File: config.mk
export PLATFORM = sky130hd
export DESIGN_NAME = alu_cmd_sequencer_flat
export DESIGN_NICKNAME = d
export VERILOG_FILES = /design/src/rtl/alu_cmd_sequencer_if.sv /design/src/rtl/alu_cmd_sequencer.sv /design/src/flat_wrapper.sv
export SDC_FILE = /design/constraint.sdc
export NUM_CORES = 1
export LEC_CHECK = 0
export ABC_AREA = 1
export CORE_ASPECT_RATIO = 0.6
export CORE_UTILIZATION = 40
export DETAILED_ROUTE_END_ITERATION = 6
export SLEW_MARGIN = 25
export SYNTH_ARGS = -nofsm -noshare
export SYNTH_HDL_FRONTEND = slang
export SYNTH_SLANG_ARGS = --single-unit
File: constraint.sdc
create_clock -name clk -period 6.13 [get_ports clk]
set_input_delay 0.613 -clock clk [delete_from_list [all_inputs] [get_ports clk]]
set_output_delay 0.613 -clock clk [all_outputs]
set_load 0.01 [all_outputs]
File: src/rtl/alu_cmd_sequencer_if.sv
// Handshake and ALU-side signal bundle for alu_cmd_sequencer.
// The slave modport is the sequencer's view; master is the command source / ALU environment.
interface alu_cmd_sequencer_if #(
    parameter int WIDTH  = 16,
    parameter int REG_AW = 2
) ();
    logic              cmd_valid;
    logic              cmd_ready;
    logic [2:0]        cmd_op;
    logic [REG_AW-1:0] cmd_dst;
    logic [REG_AW-1:0] cmd_src_a;
    logic [REG_AW-1:0] cmd_src_b;
    logic              cmd_imm_en;
    logic [WIDTH-1:0]  cmd_imm;
    logic              cmd_wb;

    logic              ld_en;
    logic [REG_AW-1:0] ld_addr;
    logic [WIDTH-1:0]  ld_data;

    logic [WIDTH-1:0]  alu_a;
    logic [WIDTH-1:0]  alu_b;
    logic [2:0]        alu_sel;
    logic [WIDTH-1:0]  alu_result;
    logic              alu_carry;

    logic              rsp_valid;
    logic              rsp_ready;
    logic [WIDTH-1:0]  rsp_data;
    logic              rsp_carry;
    logic              rsp_zero;

    modport slave (
        input  cmd_valid, cmd_op, cmd_dst, cmd_src_a, cmd_src_b,
               cmd_imm_en, cmd_imm, cmd_wb,
               ld_en, ld_addr, ld_data,
               alu_result, alu_carry, rsp_ready,
        output cmd_ready, alu_a, alu_b, alu_sel,
               rsp_valid, rsp_data, rsp_carry, rsp_zero
    );

    modport master (
        output cmd_valid, cmd_op, cmd_dst, cmd_src_a, cmd_src_b,
               cmd_imm_en, cmd_imm, cmd_wb,
               ld_en, ld_addr, ld_data,
               alu_result, alu_carry, rsp_ready,
        input  cmd_ready, alu_a, alu_b, alu_sel,
               rsp_valid, rsp_data, rsp_carry, rsp_zero
    );
endinterface

File: src/rtl/alu_cmd_sequencer.sv
// Command sequencer for the combinational ALU: reads operands from a small register file,
// drives the ALU for one cycle, captures the result, writes it back and returns a response.
module alu_cmd_sequencer #(
    parameter int WIDTH  = 16,
    parameter int REG_AW = 2
) (
    input  logic                 clk,
    input  logic                 rst,
    alu_cmd_sequencer_if.slave   bus
);
    localparam int NREG = 1 << REG_AW;

    localparam logic [1:0] IDLE = 2'd0;
    localparam logic [1:0] EXEC = 2'd1;
    localparam logic [1:0] RESP = 2'd2;

    logic [1:0]        state_q,     state_d;
    logic [WIDTH-1:0]  rf_q [NREG];
    logic [WIDTH-1:0]  rf_d [NREG];
    logic [WIDTH-1:0]  alu_a_q,     alu_a_d;
    logic [WIDTH-1:0]  alu_b_q,     alu_b_d;
    logic [2:0]        alu_sel_q,   alu_sel_d;
    logic [REG_AW-1:0] dst_q,       dst_d;
    logic              wb_q,        wb_d;
    logic              rsp_valid_q, rsp_valid_d;
    logic [WIDTH-1:0]  rsp_data_q,  rsp_data_d;
    logic              rsp_carry_q, rsp_carry_d;
    logic              rsp_zero_q,  rsp_zero_d;

    always_comb begin
        state_d     = state_q;
        rf_d        = rf_q;
        alu_a_d     = alu_a_q;
        alu_b_d     = alu_b_q;
        alu_sel_d   = alu_sel_q;
        dst_d       = dst_q;
        wb_d        = wb_q;
        rsp_valid_d = rsp_valid_q;
        rsp_data_d  = rsp_data_q;
        rsp_carry_d = rsp_carry_q;
        rsp_zero_d  = rsp_zero_q;

        // Direct load goes first so a same-edge writeback to that address overrides it.
        if (bus.ld_en) begin
            rf_d[bus.ld_addr] = bus.ld_data;
        end

        case (state_q)
            IDLE: begin
                if (bus.cmd_valid) begin
                    alu_a_d   = rf_q[bus.cmd_src_a];
                    alu_b_d   = bus.cmd_imm_en ? bus.cmd_imm : rf_q[bus.cmd_src_b];
                    alu_sel_d = bus.cmd_op;
                    dst_d     = bus.cmd_dst;
                    wb_d      = bus.cmd_wb;
                    state_d   = EXEC;
                end
            end
            EXEC: begin
                rsp_data_d  = bus.alu_result;
                rsp_carry_d = bus.alu_carry;
                rsp_zero_d  = (bus.alu_result == '0);
                rsp_valid_d = 1'b1;
                if (wb_q) begin
                    rf_d[dst_q] = bus.alu_result;
                end
                state_d = RESP;
            end
            RESP: begin
                if (bus.rsp_ready) begin
                    rsp_valid_d = 1'b0;
                    state_d     = IDLE;
                end
            end
            default: state_d = IDLE;
        endcase
    end

    always_ff @(posedge clk or posedge rst) begin
        if (rst) begin
            state_q     <= IDLE;
            for (int i = 0; i < NREG; i++) begin
                rf_q[i] <= '0;
            end
            alu_a_q     <= '0;
            alu_b_q     <= '0;
            alu_sel_q   <= '0;
            dst_q       <= '0;
            wb_q        <= 1'b0;
            rsp_valid_q <= 1'b0;
            rsp_data_q  <= '0;
            rsp_carry_q <= 1'b0;
            rsp_zero_q  <= 1'b0;
        end else begin
            state_q     <= state_d;
            for (int i = 0; i < NREG; i++) begin
                rf_q[i] <= rf_d[i];
            end
            alu_a_q     <= alu_a_d;
            alu_b_q     <= alu_b_d;
            alu_sel_q   <= alu_sel_d;
            dst_q       <= dst_d;
            wb_q        <= wb_d;
            rsp_valid_q <= rsp_valid_d;
            rsp_data_q  <= rsp_data_d;
            rsp_carry_q <= rsp_carry_d;
            rsp_zero_q  <= rsp_zero_d;
        end
    end

    assign bus.cmd_ready = (state_q == IDLE);
    assign bus.alu_a     = alu_a_q;
    assign bus.alu_b     = alu_b_q;
    assign bus.alu_sel   = alu_sel_q;
    assign bus.rsp_valid = rsp_valid_q;
    assign bus.rsp_data  = rsp_data_q;
    assign bus.rsp_carry = rsp_carry_q;
    assign bus.rsp_zero  = rsp_zero_q;
endmodule

File: src/flat_wrapper.sv
// flat-port wrapper written by rule: the top's interface ports become plain ports
module alu_cmd_sequencer_flat 
#(
    parameter int WIDTH  = 16,
    parameter int REG_AW = 2
)
  (clk, rst, bus_cmd_valid, bus_cmd_op, bus_cmd_dst, bus_cmd_src_a, bus_cmd_src_b, bus_cmd_imm_en, bus_cmd_imm, bus_cmd_wb, bus_ld_en, bus_ld_addr, bus_ld_data, bus_alu_result, bus_alu_carry, bus_rsp_ready, bus_cmd_ready, bus_alu_a, bus_alu_b, bus_alu_sel, bus_rsp_valid, bus_rsp_data, bus_rsp_carry, bus_rsp_zero);
  alu_cmd_sequencer_if #(.WIDTH(WIDTH), .REG_AW(REG_AW)) bus_i ();
  input  logic clk;
  input  logic rst;
  input wire logic [$bits(bus_i.cmd_valid)-1:0] bus_cmd_valid;
  input wire logic [$bits(bus_i.cmd_op)-1:0] bus_cmd_op;
  input wire logic [$bits(bus_i.cmd_dst)-1:0] bus_cmd_dst;
  input wire logic [$bits(bus_i.cmd_src_a)-1:0] bus_cmd_src_a;
  input wire logic [$bits(bus_i.cmd_src_b)-1:0] bus_cmd_src_b;
  input wire logic [$bits(bus_i.cmd_imm_en)-1:0] bus_cmd_imm_en;
  input wire logic [$bits(bus_i.cmd_imm)-1:0] bus_cmd_imm;
  input wire logic [$bits(bus_i.cmd_wb)-1:0] bus_cmd_wb;
  input wire logic [$bits(bus_i.ld_en)-1:0] bus_ld_en;
  input wire logic [$bits(bus_i.ld_addr)-1:0] bus_ld_addr;
  input wire logic [$bits(bus_i.ld_data)-1:0] bus_ld_data;
  input wire logic [$bits(bus_i.alu_result)-1:0] bus_alu_result;
  input wire logic [$bits(bus_i.alu_carry)-1:0] bus_alu_carry;
  input wire logic [$bits(bus_i.rsp_ready)-1:0] bus_rsp_ready;
  output wire logic [$bits(bus_i.cmd_ready)-1:0] bus_cmd_ready;
  output wire logic [$bits(bus_i.alu_a)-1:0] bus_alu_a;
  output wire logic [$bits(bus_i.alu_b)-1:0] bus_alu_b;
  output wire logic [$bits(bus_i.alu_sel)-1:0] bus_alu_sel;
  output wire logic [$bits(bus_i.rsp_valid)-1:0] bus_rsp_valid;
  output wire logic [$bits(bus_i.rsp_data)-1:0] bus_rsp_data;
  output wire logic [$bits(bus_i.rsp_carry)-1:0] bus_rsp_carry;
  output wire logic [$bits(bus_i.rsp_zero)-1:0] bus_rsp_zero;
  assign bus_i.cmd_valid = bus_cmd_valid;
  assign bus_i.cmd_op = bus_cmd_op;
  assign bus_i.cmd_dst = bus_cmd_dst;
  assign bus_i.cmd_src_a = bus_cmd_src_a;
  assign bus_i.cmd_src_b = bus_cmd_src_b;
  assign bus_i.cmd_imm_en = bus_cmd_imm_en;
  assign bus_i.cmd_imm = bus_cmd_imm;
  assign bus_i.cmd_wb = bus_cmd_wb;
  assign bus_i.ld_en = bus_ld_en;
  assign bus_i.ld_addr = bus_ld_addr;
  assign bus_i.ld_data = bus_ld_data;
  assign bus_i.alu_result = bus_alu_result;
  assign bus_i.alu_carry = bus_alu_carry;
  assign bus_i.rsp_ready = bus_rsp_ready;
  assign bus_cmd_ready = bus_i.cmd_ready;
  assign bus_alu_a = bus_i.alu_a;
  assign bus_alu_b = bus_i.alu_b;
  assign bus_alu_sel = bus_i.alu_sel;
  assign bus_rsp_valid = bus_i.rsp_valid;
  assign bus_rsp_data = bus_i.rsp_data;
  assign bus_rsp_carry = bus_i.rsp_carry;
  assign bus_rsp_zero = bus_i.rsp_zero;
  alu_cmd_sequencer #(.WIDTH(WIDTH), .REG_AW(REG_AW)) u_core (.clk(clk), .rst(rst), .bus(bus_i));
endmodule
==> results.cfg <==
[logic_synthesis]
yosysWarnings = 0
yosysUniqueCellTypes = 22
synthesis.instances = 1000
ys_seq_area_frac = 0.4475
synth_area_um2 = 6878
synth_ff_type = dfrtp_1
mappedNetlistNets = 1067
synthArstFlopShare = 1.000
ys_seq_elements = 123
synth_area_per_cell_um2 = 6.878
synth_edf_count = 0

[placement]
placedCellCount = 1304
gp_congestion = 0.9302
hpwl_um = 15300
portBuffers = 121
pre_cts_ws_ps = 3121
dpl-instance-area_um2 = 8184

[critical_path]
cp.arrival_ps = 2960
cp.required_ps = 6440
timing.rr.end = u_core.rf_q[37]$_DFF_PP0_
timing.rr.start = u_core.state_q[1]$_DFFE_PP0P_
rrSetupSlack_ps = 4080
crit_family = buffers and inverters
cp-start-kind = primary input
r2r_cells = 7
critPathKind = primary input to flop
crit_buf_inv = 2
cp_slowest_cell = clkdlybuf4s50_1
worstPathCellList = clkdlybuf4s50_1 > inv_1 > nand3_1 > nand2_1 > nand2_1 > nand2_1 > nand2_1
cpMostUsedCell = nand2_1
slowest_delay_ps = 880
crit_fanout = 17
worstSetupEndpointType = flop

[pwr]
powerDensity_nw_per_um2 = 472.8
peakVddDrop_v = 0.0002718
leakage_nw = 4.574
total_power_mw = 4.175

[clocking]
clock_path_buffers = 2
cts.clk_slew.worst_paths_ps = 60
htree_num_levels = 4
insertion_delay_ps = 430
root_buffer = clkbuf_16
cts_made_buffers = 17
cts_sinks = 123
cts_hold_buffers = 0
postCtsResizedCells = 0
post-cts-setup-buffers = 0
cts_tree = built

[floorplan]
initial_core_util = 0.4161
fp.coreArea_um2 = 16530
io_pins = 122
rows = 36
die_area_um2 = 17740
die_height_um = 103.6
die_w_um = 171.3

[timing]
rsz0062_at_grt = false
slew_headroom = 0.3509
drv_slew = 0
min_period_ps = 2650
post-route-period-util = 0.4323
setup_ws_ps = 3480
fin_setup_tns_ps = 0
setup_viol = 0
skew_ps = 10.30
worstMarginPinSlew_ps = 970.5
report.final.hold_viol_count = 0
fmax_mhz = 377.4

[global_routing]
first_global_vias = 6289
grt_use_met2 = 0.3598
grtUsageMet1 = 0.4356
grt_pass1_wl_um = 36830
grt-busiest-layer = met1
grt_overflow_total = 0
grt.total_usage = 0.2772
met3_usage = 0.09133
grt_start_max_net_pins = 57
antenna_found_initial = 0

[drt]
drt_iter0_drc = 694
drc = 0
postRouteAntennaNets = 0
drtPass1Iterations = 5
wire_per_inst_um = 17.75
drt_wl_total_um = 23710
vias_per_cell = 5.162
vias = 6897

[cells_and_area]
instances_no_fill = 1336
diodes = 0
nets = 1162
drive_gt1_frac = 0.05415
final_cell_mix = nand2_1, dfrtp_1, clkdlybuf4s50_1
final_common_cell = nand2_1
final_area_um2 = 8830
nFillCells = 1641
area_delta_synth_final_pct = 28.38

[worst_hold_path]
min_path_type = flop to flop
min_from = u_core.bus.rsp_carry$_DFFE_PP0P_
min_to = u_core.bus.rsp_carry$_DFFE_PP0P_
hold_depth = 2

[status]
status = finished, final reports clean

[run]
max-cap-violations = 0
[state kept, by name, summed over array words and instances (netlist names)]
register	flops
u_core.bus.alu_a	16
u_core.bus.alu_b	16
u_core.bus.alu_sel	3
u_core.bus.rsp_carry	1
u_core.bus.rsp_data	16
u_core.bus.rsp_valid	1
u_core.bus.rsp_zero	1
u_core.dst_q	2
u_core.rf_q	64
u_core.state_q	2
u_core.wb_q	1
[metal layers]
metal | wire length, um | vias up
li1 | - | 3322
met1 | 11690 | 3148
met2 | 8875 | 410
met3 | 2977 | 17
met4 | 169 | 0
met5 | 0 | -
[final cells by class]
type,instances,area [um^2],share of cell area
Inverter,113,426.7,0.04832
Clock buffer,19,452.9,0.05130
Sequential cell,123,3078,0.3486
Tap cell,228,285.3,0.03231
Timing Repair Buffer,130,1279,0.1448
Multi-Input combinational cell,710,3115,0.3528
Clock inverter,13,192.7,0.02182
[how the worst max path moves through the flow]
stage / startpoint / endpoint / slack, ps / cells past startpoint
floorplan: rst / u_core.bus.alu_a[0]$_DFFE_PP0P_ / 2250 / 1
global placement: bus_cmd_src_a[0] / u_core.bus.alu_a[12]$_DFFE_PP0P_ / 3180 / 8
detailed placement: bus_cmd_src_a[0] / u_core.bus.alu_a[15]$_DFFE_PP0P_ / 3120 / 8
CTS: bus_cmd_src_a[0] / u_core.bus.alu_a[15]$_DFFE_PP0P_ / 3560 / 8
global route: bus_cmd_src_a[0] / u_core.bus.alu_a[15]$_DFFE_PP0P_ / 3340 / 8
finish: bus_cmd_src_b[1] / u_core.bus.alu_b[13]$_DFFE_PP0P_ / 3480 / 7
[logic make-up after synthesis]
| kind of cell | synth area share |
|---|---|
| flops | 0.4475 |
| buf+inv | 0.09951 |
| compound gates | 0.07823 |
| simple gates | 0.3748 |
[synth_stat cells (2+ instances only)]
| cell type | count | area share |
|---|---|---|
| buf_2 | 27 | 0.020 |
| buf_4 | 4 | 0.0044 |
| clkbuf_1 | 21 | 0.011 |
| dfrtp_1 | 123 | 0.45 |
| inv_1 | 107 | 0.058 |
| inv_2 | 6 | 0.0033 |
| nand2_1 | 459 | 0.25 |
| nand2_2 | 3 | 0.0027 |
| nand2_4 | 2 | 0.0033 |
| nand3_1 | 118 | 0.086 |
| nor2_1 | 39 | 0.021 |
| nor2_4 | 2 | 0.0033 |
| o211ai_1 | 48 | 0.052 |
| o21ai_0 | 24 | 0.017 |
| o21ai_1 | 10 | 0.0073 |
[where the power goes]
part	switching [mW]	internal [mW]
logic	0.908	0.699
clock network	0.404	0.705
registers	0.264	1.19
[per-stage QoR]
| step | util | hold slack [ps] |
|---|---|---|
| finish | 0.5341 | 476.9 |
| global placement | 0.4951 | 467.3 |
| detailed placement | 0.4951 | 465.8 |
| global route | 0.5341 | 493.5 |
| CTS | 0.5341 | 482.5 |
| floorplan | - | 490.3 |
[worst min-delay path, stage by stage, from the launching register on]
cell and delay, ps:
dfrtp_1 340, nand2_1 50, nand2_1 50
Note: power is estimated with default switching activity, not from simulation.
